===== config.mk =====
export PLATFORM = sky130hd
export DESIGN_NAME = ram_port_arbiter
export DESIGN_NICKNAME = d
export VERILOG_FILES = /design/src/rtl/ram_if_pkg.sv /design/src/rtl/ram_rd_pipe.sv /design/src/rtl/ram_port_arbiter.sv
export SDC_FILE = /design/constraint.sdc
export NUM_CORES = 1
export LEC_CHECK = 0
export BUFFER_PORTS_ARGS = -buffer_cell sky130_fd_sc_hd__buf_4
export CORE_ASPECT_RATIO = 0.6
export CORE_MARGIN = 3
export CORE_UTILIZATION = 48
export CTS_CLUSTER_DIAMETER = 100
export DETAILED_ROUTE_END_ITERATION = 6
export GPL_TIMING_DRIVEN = 0
export MAX_ROUTING_LAYER = met4
export PLACE_DENSITY = 0.8
export RECOVER_POWER = 25
export SKIP_LAST_GASP = 1
export SYNTH_ARGS = -nofsm -noshare
export SYNTH_HDL_FRONTEND = slang
export SYNTH_HIERARCHICAL = 1
export SYNTH_SLANG_ARGS = --single-unit
export TNS_END_PERCENT = 10

===== constraint.sdc =====
create_clock -name wb_clk_i -period 2.3 [get_ports wb_clk_i]
set_clock_uncertainty 0.1 [all_clocks]
set_input_delay 0.115 -clock wb_clk_i [delete_from_list [all_inputs] [get_ports wb_clk_i]]
set_output_delay 0.115 -clock wb_clk_i [all_outputs]
set_load 0.005 [all_outputs]

===== src/rtl/ram_if_pkg.sv =====
`default_nettype none
// ============================================================================
// Module  : ram_if_pkg
// Purpose : Definitions shared by the RAM port arbiter slice. Holds the
//           arbiter FSM state type, the default RAM geometry and the SRAM
//           control-pin polarities.
// Ports   : none (package)
// Config  : none
// Rev     : 1.0 - initial release
// ============================================================================
package ram_if_pkg;

  localparam int RAM_ADDR_W = 5;
  localparam int RAM_DATA_W = 32;

  // SRAM control pins are active-low
  localparam logic RAM_CEN_ON  = 1'b0;
  localparam logic RAM_CEN_OFF = 1'b1;
  localparam logic RAM_WEN_WR  = 1'b0;
  localparam logic RAM_WEN_RD  = 1'b1;

  typedef enum logic [1:0] {
    ST_CORE  = 2'd0,
    ST_DRAIN = 2'd1,
    ST_WB    = 2'd2
  } arb_state_t;

endpackage
`default_nettype wire


===== src/rtl/ram_rd_pipe.sv =====
`default_nettype none
// ============================================================================
// Module  : ram_rd_pipe
// Purpose : Tracks SRAM reads in flight. An RD_LAT-deep valid/owner shift
//           register marks the cycle in which ram_q_i carries the data of
//           each issued read and steers it either to the core read-data
//           register (with a one-cycle rvalid pulse) or to the WB result
//           register.
// Ports   : wb_clk_i, wb_rst_i   clock / async active-high reset
//           i_issue, i_issue_wb  read issued this cycle, and its owner
//           i_ram_q              SRAM read data
//           o_core_rvalid/rdata  core read return
//           o_wb_rdata           last WB read result
//           o_core_inflight      a core read is still in the shift register
// Config  : none
// Rev     : 1.0 - initial release
// ============================================================================
module ram_rd_pipe #(
  parameter int DATA_W = 32,
  parameter int RD_LAT = 1
) (
  input  logic              wb_clk_i,
  input  logic              wb_rst_i,
  input  logic              i_issue,
  input  logic              i_issue_wb,
  input  logic [DATA_W-1:0] i_ram_q,
  output logic              o_core_rvalid,
  output logic [DATA_W-1:0] o_core_rdata,
  output logic [DATA_W-1:0] o_wb_rdata,
  output logic              o_core_inflight
);

  logic [RD_LAT-1:0] r_vld;
  logic [RD_LAT-1:0] r_own;
  logic              r_core_rvalid;
  logic [DATA_W-1:0] r_core_rdata;
  logic [DATA_W-1:0] r_wb_rdata;

  // The last stage marks the cycle in which ram_q_i belongs to that read
  always_ff @(posedge wb_clk_i or posedge wb_rst_i) begin
    if (wb_rst_i) begin
      r_vld         <= '0;
      r_own         <= '0;
      r_core_rvalid <= 1'b0;
      r_core_rdata  <= '0;
      r_wb_rdata    <= '0;
    end else begin
      r_vld[0] <= i_issue;
      r_own[0] <= i_issue_wb;
      for (int i = 1; i < RD_LAT; i++) begin
        r_vld[i] <= r_vld[i-1];
        r_own[i] <= r_own[i-1];
      end
      r_core_rvalid <= r_vld[RD_LAT-1] & ~r_own[RD_LAT-1];
      if (r_vld[RD_LAT-1] && !r_own[RD_LAT-1]) begin
        r_core_rdata <= i_ram_q;
      end
      if (r_vld[RD_LAT-1] && r_own[RD_LAT-1]) begin
        r_wb_rdata <= i_ram_q;
      end
    end
  end

  assign o_core_rvalid   = r_core_rvalid;
  assign o_core_rdata    = r_core_rdata;
  assign o_wb_rdata      = r_wb_rdata;
  assign o_core_inflight = |(r_vld & ~r_own);

endmodule
`default_nettype wire


===== src/rtl/ram_port_arbiter.sv =====
`default_nettype none
// ============================================================================
// Module  : ram_port_arbiter
// Purpose : Owns the single port of the 32x32 SRAM and shares it between the
//           Wishbone RAM control registers and the user core. Level-style WB
//           register contents become one-cycle SRAM writes (only when the
//           written value changes) or a continuous read poll. The core is
//           stalled while WB owns the RAM.
// Ports   : wb_clk_i / wb_rst_i          clock / async active-high reset
//           ram_wb_*                     WB register side (level inputs)
//           ram_wb_data_from_ram         last WB read result
//           core_req/we/addr/wdata_i     core request
//           core_gnt/rvalid/rdata_o      core handshake and read return
//           ram_cen/wen/a/d_o, ram_q_i   SRAM macro pins
//           wb_owner_o                   WB side currently owns the RAM
// Config  : RAM_ARB_STATS_EN adds wb_wr_count_o / core_acc_count_o,
//           saturating 16-bit counts of WB writes and core grants.
// Rev     : 1.0 - initial release
// ============================================================================
module ram_port_arbiter
  import ram_if_pkg::*;
#(
  parameter int ADDR_W = RAM_ADDR_W,
  parameter int DATA_W = RAM_DATA_W,
  parameter int RD_LAT = 1
) (
  input  logic              wb_clk_i,
  input  logic              wb_rst_i,
  input  logic              ram_wb_active,
  input  logic              ram_wb_we_i,
  input  logic [ADDR_W-1:0] ram_wb_addr,
  input  logic [DATA_W-1:0] ram_wb_data_to_ram,
  output logic [DATA_W-1:0] ram_wb_data_from_ram,
  input  logic              core_req_i,
  input  logic              core_we_i,
  input  logic [ADDR_W-1:0] core_addr_i,
  input  logic [DATA_W-1:0] core_wdata_i,
  output logic              core_gnt_o,
  output logic              core_rvalid_o,
  output logic [DATA_W-1:0] core_rdata_o,
  output logic              ram_cen_o,
  output logic              ram_wen_o,
  output logic [ADDR_W-1:0] ram_a_o,
  output logic [DATA_W-1:0] ram_d_o,
  input  logic [DATA_W-1:0] ram_q_i,
  output logic              wb_owner_o
`ifdef RAM_ARB_STATS_EN
  ,
  output logic [15:0]       wb_wr_count_o,
  output logic [15:0]       core_acc_count_o
`endif
);

  arb_state_t        r_state;
  arb_state_t        w_state_nxt;
  logic              w_gnt;
  logic              w_cen;
  logic              w_wen;
  logic [ADDR_W-1:0] w_a;
  logic [DATA_W-1:0] w_d;
  logic              w_issue;
  logic              w_issue_wb;
  logic              w_wb_wr;
  logic              w_core_inflight;
  logic              w_wb_change;

  // Snapshot of the last {addr,data} seen in WB write mode. r_snap_vld is
  // low on WB entry and after a we=0 cycle, so those cycles always write.
  logic              r_snap_vld;
  logic [ADDR_W-1:0] r_snap_addr;
  logic [DATA_W-1:0] r_snap_data;

  assign w_wb_change = ~r_snap_vld
                     | (ram_wb_addr != r_snap_addr)
                     | (ram_wb_data_to_ram != r_snap_data);

  always_ff @(posedge wb_clk_i or posedge wb_rst_i) begin
    if (wb_rst_i) begin
      r_state <= ST_CORE;
    end else begin
      r_state <= w_state_nxt;
    end
  end

  // SRAM pins are driven combinationally so a grant hits the macro in the
  // same cycle; reset forces every pin to its idle value.
  always_comb begin
    w_state_nxt = r_state;
    w_gnt       = 1'b0;
    w_cen       = RAM_CEN_OFF;
    w_wen       = RAM_WEN_RD;
    w_a         = '0;
    w_d         = '0;
    w_issue     = 1'b0;
    w_issue_wb  = 1'b0;
    w_wb_wr     = 1'b0;
    if (!wb_rst_i) begin
      case (r_state)
        ST_CORE: begin
          if (ram_wb_active) begin
            w_state_nxt = w_core_inflight ? ST_DRAIN : ST_WB;
          end else if (core_req_i) begin
            w_gnt   = 1'b1;
            w_cen   = RAM_CEN_ON;
            w_wen   = core_we_i ? RAM_WEN_WR : RAM_WEN_RD;
            w_a     = core_addr_i;
            w_d     = core_we_i ? core_wdata_i : '0;
            w_issue = ~core_we_i;
          end
        end
        ST_DRAIN: begin
          if (!w_core_inflight) begin
            w_state_nxt = ST_WB;
          end
        end
        ST_WB: begin
          // Exit cycle performs no access, so a change seen here is dropped
          if (!ram_wb_active) begin
            w_state_nxt = ST_CORE;
          end else if (!ram_wb_we_i) begin
            w_cen      = RAM_CEN_ON;
            w_a        = ram_wb_addr;
            w_issue    = 1'b1;
            w_issue_wb = 1'b1;
          end else if (w_wb_change) begin
            w_cen   = RAM_CEN_ON;
            w_wen   = RAM_WEN_WR;
            w_a     = ram_wb_addr;
            w_d     = ram_wb_data_to_ram;
            w_wb_wr = 1'b1;
          end
        end
        default: w_state_nxt = ST_CORE;
      endcase
    end
  end

  always_ff @(posedge wb_clk_i or posedge wb_rst_i) begin
    if (wb_rst_i) begin
      r_snap_vld  <= 1'b0;
      r_snap_addr <= '0;
      r_snap_data <= '0;
    end else if (r_state == ST_WB && ram_wb_active && ram_wb_we_i) begin
      r_snap_vld  <= 1'b1;
      r_snap_addr <= ram_wb_addr;
      r_snap_data <= ram_wb_data_to_ram;
    end else begin
      r_snap_vld  <= 1'b0;
    end
  end

  ram_rd_pipe #(
    .DATA_W (DATA_W),
    .RD_LAT (RD_LAT)
  ) u_rd_pipe (
    .wb_clk_i        (wb_clk_i),
    .wb_rst_i        (wb_rst_i),
    .i_issue         (w_issue),
    .i_issue_wb      (w_issue_wb),
    .i_ram_q         (ram_q_i),
    .o_core_rvalid   (core_rvalid_o),
    .o_core_rdata    (core_rdata_o),
    .o_wb_rdata      (ram_wb_data_from_ram),
    .o_core_inflight (w_core_inflight)
  );

  assign core_gnt_o = w_gnt;
  assign ram_cen_o  = w_cen;
  assign ram_wen_o  = w_wen;
  assign ram_a_o    = w_a;
  assign ram_d_o    = w_d;
  assign wb_owner_o = (r_state == ST_WB);

`ifdef RAM_ARB_STATS_EN
  logic [15:0] r_wb_wr_count;
  logic [15:0] r_core_acc_count;

  always_ff @(posedge wb_clk_i or posedge wb_rst_i) begin
    if (wb_rst_i) begin
      r_wb_wr_count    <= '0;
      r_core_acc_count <= '0;
    end else begin
      if (w_wb_wr && r_wb_wr_count != 16'hFFFF) begin
        r_wb_wr_count <= r_wb_wr_count + 16'd1;
      end
      if (w_gnt && r_core_acc_count != 16'hFFFF) begin
        r_core_acc_count <= r_core_acc_count + 16'd1;
      end
    end
  end

  assign wb_wr_count_o    = r_wb_wr_count;
  assign core_acc_count_o = r_core_acc_count;
`endif

endmodule
`default_nettype wire

==> results.md, run 1 <==
- Status: complete, but fails checks
- Failing checks: setup timing
- Hold Violations, Final: 0
- Initial antenna violation count: 0
- CTS tree: built
- Vias: approximately 4,800
- Vias in the first global route: 5,015
- Arrival @ worst endpoint: around 2.5 ns
- Slowest cell on the critical path: or4_4
- Number of core rows: 28
- GRT Total Usage: 27.3%
- Hold slack final: 0.0156 ns
- # diodes: 0
- WP buf/inv: 1
- Number of remaining DRC errors: 0
- Setup TNS: -12.88 ns
- Total wire length: 16.4 mm
- Cell variety after synth: 33
- TritonCTS Sinks: 107
- VDD IR max: around 0.47 mV
- Die ar.: 12,000 µm²
- Hpwl dp: 11.8 mm
- TritonRoute pass-1 iters: 5
- Overflow after GRT: 0
- Post-route setup slack: -0.445 ns
- Avg WL per Cell: 18.1 µm
- Register area share after synthesis: 52.4%
- Area Overhead vs Synth: 57.0%
- Clock buffer depth: 2
- Worst skew pair latency: 0.33 ns
- CP cell instances: xnor2_2 > nand4_1 > or4_4 > or4_4 > a32o_1 > buf_4
- Hold Crit Class: in2reg
- Final core utilization: 79.3%
- Most used cell along the critical path: or4_4
- Syn Std Cell Area: 5110 µm²
- RSZ-0062 raised after global routing: yes
- PD cells: 738 nW/µm²
- Syn nets: ~580
- Synth Instances: 469
- CP required: 2.09 ns
- Fin cells: 906
- # port buffers: 217
- Finish-stage setup viols: 39
- Total CTS buffers: 9
- Final Wtd Congestion: 0.941
- Top Family by Delay on Critical Path: simple AND/OR/NAND/NOR gates
- Starting Density: 50.5%
- Die width: between 100 and 150 µm
- Fmax: 364 MHz
- Yosys top cell by area: dfrtp_1
- Syn_area_per_cell: 10.9 µm²
- Most frequent cells in the layout: buf_4, dfrtp_1, nand2_1
- # placed instances: ~820
- Most common cell after layout, fill and taps aside: buf_4
- Worst Max-Slew Pin Slew: 1.14 ns
- CP Class: reg2out
- Final worst path period share: 119%
- Startpoint types: flip-flop
- Final net count: 879
- Ys Warns: 6
- First-pass GRT wire length: 25.5 mm
- P_leak: 3.95 nW
- Top cell type's share of synthesized area: 52.4%
- #FFs+latches synth: 107
- Post-DRT Antenna Nets: 0
- DRT iter0 DRCs: roughly 290
- Worst Setup End Kind: primary output
- Slew headroom: 24.0%
- Worst-path fanout max: 6
- Share of layout cells above drive strength 1: 39.6%
- H-tree levels: 3
- # IOs: 218
- Core ar.: 10,100 µm²
- Post-layout min period: between 2 and 3 ns
- Vias per cell: 5.32
- Synth top area cells: dfrtp_1, mux2_4, nand2_1
- Root buf cell: clkbuf_16
- Largest net degree at the start of global routing: 44
- Max incr delay on CP: 0.59 ns
- MaxCap Viol Count: 0
- Die Height: 86.0 µm
- Slew Viols, Final: 0
- Reg2Reg Setup Slack: 0.30 ns
- Reg clk slew, reported paths: ~0.070 ns
[sequential cells by signal (all words and copies together), names as in the netlist]
signal and cells:
r_snap_addr 5, r_snap_data 32, r_snap_vld 1, r_state 2, u_rd_pipe/o_core_rdata 32, u_rd_pipe/o_core_rvalid 1
u_rd_pipe/o_wb_rdata 32, u_rd_pipe/r_own 1, u_rd_pipe/r_vld 1
[what timing repair did]
action / 4_1_cts / 5_1_grt
hold buffers: 64 / 0
setup endpoints to repair: 39 / 39
hold endpoints to repair: 124 / 0
gates resized for setup: 15 / 21
pin swaps: 15 / 9
cloned: 0 / 1
setup buffers: 4 / 1
[cells by family after synthesis]
group / Yosys count / share of synthesized area (%)
and+or+nand+nor: 132 / 11.4
DFF: 107 / 52.4
AOI/OAI and AO/OA: 73 / 9.22
muxes: 64 / 16.2
buffers and inverters: 60 / 5.16
xor gates and xnor gates: 33 / 5.65
[synth_stat cells]
library cell and number:
nor2_1 6, a222oi_1 1, a21oi_1 4, a2bb2oi_1 1
mux2_1 24, inv_1 32, buf_2 7, nand2b_1 1
buf_6 4, or4_4 1, nor4_1 7, a221oi_1 1
nor4_4 1, or4_1 1, nand2_1 99, xnor2_1 6
o31ai_1 25, o21ai_0 34, nand4b_1 1, mux2_2 11
xor2_1 27, a32o_1 5, nand3_1 7, nor4_2 1
nor2b_1 1, mux2_4 29, o22ai_1 1, dfrtp_1 107
nor3_1 2, clkbuf_1 17, o32a_1 1, nand4_1 3
and2_0 1
[stage by stage]
stage          setup slack (ns)  total power [mW]  instance area, µm²
2_1_floorplan            0.0216              3.42                5110
3_3_place_gp              -1.03              4.26                6910
3_5_place_dp             -0.442              4.35                6930
4_1_cts                  -0.482              5.94                7950
5_1_grt                  -0.496              6.26                8030
6_report                 -0.445              5.93                8030
[worst register-to-register path: stages (launching register included)]
cell      delay (ns)
dfrtp_1         0.32
clkbuf_1        0.36
nand4b_1        0.22
buf_4           0.19
clkbuf_1        0.48
o21ai_0         0.18
[layer usage]
metal	part of all wire [%]	GRT usage (%)	routed length, µm
met2	48	43.1	7840
met4	1.9	7.10	306
met3	7.4	6.80	1210
met1	43	35.9	7000
met5	0	-	0
[power by group]
part | internal (mW) | switching [mW] | leakage, nW | total (mW)
clock | 0.835 | 0.638 | 0.134 | 1.47
sequential | 2.36 | 0.304 | 1.30 | 2.66
combinational | 1.09 | 0.699 | 2.52 | 1.79
total | 4.29 | 1.64 | 3.95 | 5.93
[final timing paths]
| check | start | end | cells past startpoint |
|---|---|---|---|
| max | r_snap_data[20] | ram_a_o[2] | 6 |
| min | ram_wb_data_to_ram[3] | r_snap_data[3] | 3 |
| max reg2reg | r_state[0] | r_snap_data[2] | 5 |
| min reg2reg | r_snap_addr[0] | r_snap_addr[0] | 2 |
| max in group asynchronous | wb_rst_i | u_rd_pipe/o_core_rdata[28] | 4 |
| min in group asynchronous | wb_rst_i | r_snap_data[31] | 3 |
[layout make-up]
type | instances | area, µm²
repair buffers | 288 | 2360
clock buffers | 10 | 229
multi-input cells | 302 | 2240
well taps | 135 | 169
plain buffers | 27 | 178
clock inverters | 5 | 55.1
inverters | 32 | 123
fillers | 634 | 2090
flip-flops and latches | 107 | 2680
Note: power is estimated with default switching activity, not from simulation.
==> run 2, diff against run 1 <==
- RECOVER_POWER: 25 -> 100
==> run 2 against run 1 <==
The flow still finishes with violations (setup timing). Final cell count did not move. Largest cell class unchanged. Worst setup slack got worse by 0.0074 ns. Utilization fell by 2.2 points. Maximum frequency fell by 0.27%. Count of clock-buffer cells in the layout did not move. Die area did not move. Clock power barely moved. Power fell by 4.2%. Highest routed layer unchanged.
==> results.md, run 2 (synthesis results as in run 1) <==
- Die width: 139 µm (unchanged)
- Total wire length: 16.3 mm (-0.32%)
- CP cell instances: xnor2_2 > nand4_1 > or4_4 > or4_4 > a32o_1 > buf_4
- Share of layout cells above drive strength 1: 32.7% (-6.9 points)
- Final net count: 879 (unchanged)
- Reg clk slew, reported paths: 0.07 ns (about the same)
- Total CTS buffers: 9 (unchanged)
- Power after layout: 5.68 mW (-4.2%)
- WP buf/inv: 1 (unchanged)
- Final Wtd Congestion: 0.941 (unchanged)
- First-pass GRT wire length: 25.5 mm (unchanged)
- Slowest cell on the critical path: or4_4
- TritonRoute pass-1 iters: 4 (-1)
- Vias: 4,828 (+0.17%)
- Clock share of power: 26.1% (+1.3 points)
- Post-DRT Antenna Nets: 0 (unchanged)
- Status: complete, but fails checks
- Top Family by Delay on Critical Path: simple AND/OR/NAND/NOR gates
- Area Overhead vs Synth: 52.7%
- Post-route setup slack: -0.452 ns (-0.00743 ns)
- DRT iter0 DRCs: 277 (-3.8%)
- Worst Setup End Kind: primary output
- Worst r2r src: r_state[0]
- P_int: 4.06 mW (-5.4%)
- H-tree levels: 3 (unchanged)
- Reg area: 2680 µm² (unchanged)
- Worst Setup EP: ram_a_o[2]
- Most common cell after layout, fill and taps aside: buf_4
- Arrival @ worst endpoint: 2.54 ns (about the same)
- Most used cell along the critical path: or4_4
- Avg WL per Cell: 18.0 µm (-0.32%)
- Vias in the first global route: 5,015 (unchanged)
- GRT Total Usage: 27.3% (unchanged)
- Most frequent cells in the layout: buf_4, dfrtp_1, nand2_1
- PD cells: 728 nW/µm² (-1.4%)
- Slew Viols, Final: 0 (unchanged)
- VDD IR max: 0.467 mV (-0.27%)
- Max incr delay on CP: 0.59 ns (about the same)
- Crit. Startpoint: r_snap_data[20]
- Overflow after GRT: 0 (unchanged)
- Switching share of power: 28.6% (+0.95 points)
- Number of core rows: 28 (unchanged)
- Failing checks: setup timing
- Area of the multi-input gates: 2140 µm² (-4.4%)
- Worst Max-Slew Pin Slew: 1.08 ns (-0.0594 ns)
- Number of remaining DRC errors: 0 (unchanged)
- Final worst path period share: 120% (+0.32 points)
- Final Cell Area: 7810 µm² (-2.8%)
- Hold Path Depth: 3 (unchanged)
- Fmax: 363 MHz (-0.27%)
- Flop pwr share: 46.5% (+1.6 points)
- TritonCTS Sinks: 107 (unchanged)
- Largest net degree at the start of global routing: 44 (unchanged)
- RSZ-0062 raised after global routing: yes
- Hold Violations, Final: 0 (unchanged)
- Reg2Reg Setup Slack: 0.07 ns (-0.23 ns)
- Root buf cell: clkbuf_16
- Starting Density: 50.5% (unchanged)
- CTS tree: built
- # placed instances: 822 (unchanged)
- # IOs: 218 (unchanged)
- Initial antenna violation count: 0 (unchanged)
- Vias per cell: 5.33 (+0.17%)
- Slew headroom: 28.0% (+4.0 points)
- Fin cells: 906 (unchanged)
- RR Endpoint: r_snap_data[2]
- Hold Crit Class: in2reg
- Clock buffer depth: 2 (unchanged)
- Die Height: 86.0 µm (unchanged)
- Worst-path fanout max: 6 (unchanged)
- Worst R2R Path Depth: 5 (unchanged)
- Hpwl dp: 11.8 mm (unchanged)
- Core ar.: 10,100 µm² (unchanged)
- Startpoint types: flip-flop
- MaxCap Viol Count: 0 (unchanged)
- Finish-stage setup viols: 39 (unchanged)
- WP depth: 6 (unchanged)
- Post-layout min period: 2.75 ns (+0.00744 ns)
- CP Class: reg2out
- Net Switching: 1.63 mW (-0.86%)
- # diodes: 0 (unchanged)
- Combinational share of power: 27.4% (-2.9 points)
- # port buffers: 217 (unchanged)
- Post-DP Area: 6930 µm² (unchanged)
- CP required: 2.09 ns (about the same)
- Fill count: 702 (+11%)
- Hold slack final: 0.00785 ns (-0.00775 ns)
- Worst skew pair latency: 0.33 ns (about the same)
- Die ar.: 12,000 µm² (unchanged)
- P_leak: 3.77 nW (-4.6%)
run 2: repair_timing:
action / in CTS / in global routing
pin swaps: 15 / 9
gates cloned: 0 / 1
setup buffers: 4 / 1
hold buffers: 64 / 0
gates resized for setup: 15 / 21
setup endpoints to repair: 39 / 39
endpoints found under the hold margin: 124 / 0
run 2: power groups by stage:
| stage | Clock [mW] | Sequential [mW] | Combinational, mW |
|---|---|---|---|
| 2_1_floorplan | 0 | 2.66 | 0.758 |
| 3_3_place_gp | 0 | 2.65 | 1.61 |
| 3_5_place_dp | 0 | 2.68 | 1.66 |
| 4_1_cts | 1.51 | 2.66 | 1.77 |
| 5_1_grt | 1.60 | 2.71 | 1.70 |
| 6_report | 1.48 | 2.64 | 1.56 |
run 2: through the flow:
stage               setup TNS [ns]  setup WS, ns  utilization (%)
finish                      -12.98        -0.452             77.1
global route                -16.63        -0.496             77.1
CTS                         -13.17        -0.482             78.6
detailed placement          -11.42        -0.442             68.5
global placement            -42.80         -1.03             68.3
floorplan                        0        0.0216                -
run 2: tightest hold or removal path, cell delays in order:
cell and delay (ns):
buf_4 0.08, inv_1 0.06, o21ai_0 0.15
run 2: how the worst min path moves through the flow:
stage                                start         endpoint
floorplan                      ram_wb_we_i  u_rd_pipe/r_own
global placement               ram_wb_we_i  u_rd_pipe/r_own
detailed placement                wb_rst_i  u_rd_pipe/r_vld
CTS                 ram_wb_data_to_ram[26]  r_snap_data[26]
global route        ram_wb_data_to_ram[26]  r_snap_data[26]
finish               ram_wb_data_to_ram[8]   r_snap_data[8]
run 2: routing by layer:
metal | vias to the layer above | GRT usage [%] | wire [µm]
met1 | 2393 | 35.9 | 7060
li1 | 2185 | - | -
met5 | - | - | 0
met2 | 216 | 43.1 | 7760
met3 | 34 | 6.80 | 1170
met4 | 0 | 7.10 | 314
run 2: area by class of cell:
type / count / share of cell area (%)
Timing Repair Buffer: 288 / 29.0
Buffer: 27 / 1.86
Tap cell: 135 / 2.16
Clock buffer: 10 / 2.93
Clock inverter: 5 / 0.705
Sequential cell: 107 / 34.3
Inverter: 32 / 1.57
Multi-Input combinational cell: 302 / 27.4
==> run 3, diff against run 2 <==
- MAX_ROUTING_LAYER: met4 -> unset
==> run 3 against run 2 <==
The run still ends with setup timing left. Worst hold slack better by 0.0049 ns. Global-route usage shrank 0.78 points. Routed wire length decreased by 0.35%. Worst setup slack improved by 0.0016 ns. Utilization about the same. First-iteration DRC count down 9.4%. Count of clock-buffer cells in the layout stayed put. Critical path type unchanged.
==> results.md, run 3 (synthesis results as in run 1) <==
- Status: complete, but fails checks
- Failing checks: setup timing
- GRT Total Usage: 26.5% (-0.78 points)
- Final net count: 879 (unchanged)
- MaxCap Viol Count: 0 (unchanged)
- Post-route setup slack: -0.451 ns (+0.00157 ns)
- Placement Setup Slack: -0.442 ns (unchanged)
- Vias: 4,778 (-1.0%)
- PD cells: 727 nW/µm² (-0.16%)
- # port buffers: 217 (unchanged)
- TritonRoute pass-1 iters: 5 (+1)
- CP cell instances: xnor2_2 > nand4_1 > or4_4 > or4_4 > a32o_1 > buf_4
- # IOs: 218 (unchanged)
- H-tree levels: 3 (unchanged)
- CP Class: reg2out
- Die width: 139 µm (unchanged)
- Hpwl dp: 11.8 mm (unchanged)
- CP required: 2.09 ns (about the same)
- Worst skew pair latency: 0.32 ns (about the same)
- Overflow after GRT: 0 (unchanged)
- Total CTS buffers: 9 (unchanged)
- Finish-stage setup viols: 39 (unchanged)
- Avg WL per Cell: 17.9 µm (-0.35%)
- DRT iter0 DRCs: 251 (-9.4%)
- VDD IR max: 0.465 mV (-0.47%)
- Reg clk slew, reported paths: 0.07 ns (about the same)
- Post-layout min period: 2.75 ns (-0.00157 ns)
- Post-DRT Antenna Nets: 0 (unchanged)
- TritonCTS Sinks: 107 (unchanged)
- Total wire length: 16.2 mm (-0.35%)
- Slew headroom: 28.0% (about the same)
- Vias in the first global route: 5,004 (-0.22%)
- P_leak: 3.76 nW (about the same)
- Starting Density: 50.5% (unchanged)
- Vias per cell: 5.27 (-1.0%)
- Hold Violations, Final: 0 (unchanged)
- Largest net degree at the start of global routing: 44 (unchanged)
- Fill count: 702 (unchanged)
- Core ar.: 10,100 µm² (unchanged)
- # diodes: 0 (unchanged)
- Post-DP Area: 6930 µm² (unchanged)
- RSZ-0062 raised after global routing: yes
- Most used cell along the critical path: or4_4
- Initial antenna violation count: 0 (unchanged)
- Max incr delay on CP: 0.59 ns (about the same)
- Top Family by Delay on Critical Path: simple AND/OR/NAND/NOR gates
- Power after layout: 5.67 mW (-0.21%)
- Final worst path period share: 120% (about the same)
- Worst-path fanout max: 6 (unchanged)
- Root buf cell: clkbuf_16
- Die Height: 86.0 µm (unchanged)
- Number of remaining DRC errors: 0 (unchanged)
- Share of layout cells above drive strength 1: 32.6% (-0.13 points)
- Arrival @ worst endpoint: 2.54 ns (about the same)
- Clock buffer depth: 2 (unchanged)
- Area Overhead vs Synth: 52.6% (about the same)
- WP buf/inv: 1 (unchanged)
- Startpoint types: flip-flop
- Worst Setup End Kind: primary output
- CTS tree: built
- Fmax: 364 MHz (about the same)
- Number of core rows: 28 (unchanged)
- Worst Max-Slew Pin Slew: 1.08 ns (+0.000351 ns)
- Most frequent cells in the layout: buf_4, dfrtp_1, nand2_1
- Final Wtd Congestion: 0.925 (-1.7%)
- Die ar.: 12,000 µm² (unchanged)
- First-pass GRT wire length: 25.5 mm (+0.19%)
- Slew Viols, Final: 0 (unchanged)
- Slowest cell on the critical path: or4_4
- Final Cell Area: 7800 µm² (about the same)
- Most common cell after layout, fill and taps aside: buf_4
- Hold Crit Class: in2reg
[run 3: cell count changes in the layout (fill, tap and decap cells not counted)]
cell / change
clkbuf_4: -1
clkbuf_1: +1
[run 3: where the power goes]
| group | leakage [nW] | internal (mW) | switching [mW] |
|---|---|---|---|
| clock | 0.134 | 0.835 | 0.640 |
| combinational | 2.33 | 0.859 | 0.693 |
| sequential | 1.30 | 2.36 | 0.287 |
[run 3: worst reg2reg max path: stages, from the launching register on]
cell      delay [ns]
dfrtp_1         0.32
clkbuf_1        0.36
nand4b_1        0.21
clkbuf_1        0.37
clkbuf_1        0.51
o21ai_0         0.18
[run 3: repair_timing]
item                                    CTS  global route
hold buffers                             64             0
endpoints found under the setup margin   39            39
hold endpoints to repair                124             0
pin swaps                                15             9
cloned                                    0             1
buffers inserted                          4             1
resized for setup                        15            21
[run 3: layout make-up]
cell class	instances	area (µm²)	share of cell area (%)
Inverter	32	123	1.57
Tap cell	135	169	2.16
Buffer	27	145	1.86
Sequential cell	107	2680	34.3
Timing Repair Buffer	288	2260	29.0
Clock buffer	10	229	2.93
Multi-Input combinational cell	302	2140	27.4
Clock inverter	5	55.1	0.705
[run 3: routing by layer]
layer  global-route usage [%]  vias to the layer above  wire length [µm]
met4                     6.84                        0               240
met1                     35.3                     2350              7020
li1                         -                     2188                 -
met5                        0                        -                 0
met2                     43.0                      214              7780
met3                     8.02                       26              1210
[run 3: path summary, 6_finish.rpt]
path / slack (ns) / cells past startpoint / start / endpoint
worst max register to register: 0.11 / 5 / r_state[0] / r_snap_data[2]
worst min register to register: 0.39 / 1 / u_rd_pipe/o_core_rdata[21] / u_rd_pipe/o_core_rdata[21]
min in group asynchronous: 0.04 / 3 / wb_rst_i / r_state[0]
max in group asynchronous: 0.40 / 4 / wb_rst_i / u_rd_pipe/o_core_rdata[21]
worst max-delay path: -0.45 / 6 / r_snap_data[20] / ram_a_o[2]
worst min-delay path: 0.01 / 3 / ram_wb_data_to_ram[8] / r_snap_data[8]
[run 3: per-stage QoR]
step                      cells  util (%)  setup TNS (ns)  hold slack, ns
final                       906      77.1          -12.93          0.0127
after global routing        906      77.1          -16.73          0.0254
after CTS                   905      78.6          -13.17         0.00369
after detailed placement    822      68.5          -11.42           0.145
after global placement      821      68.3          -42.80           0.212
after floorplan             469         -               0          0.0860
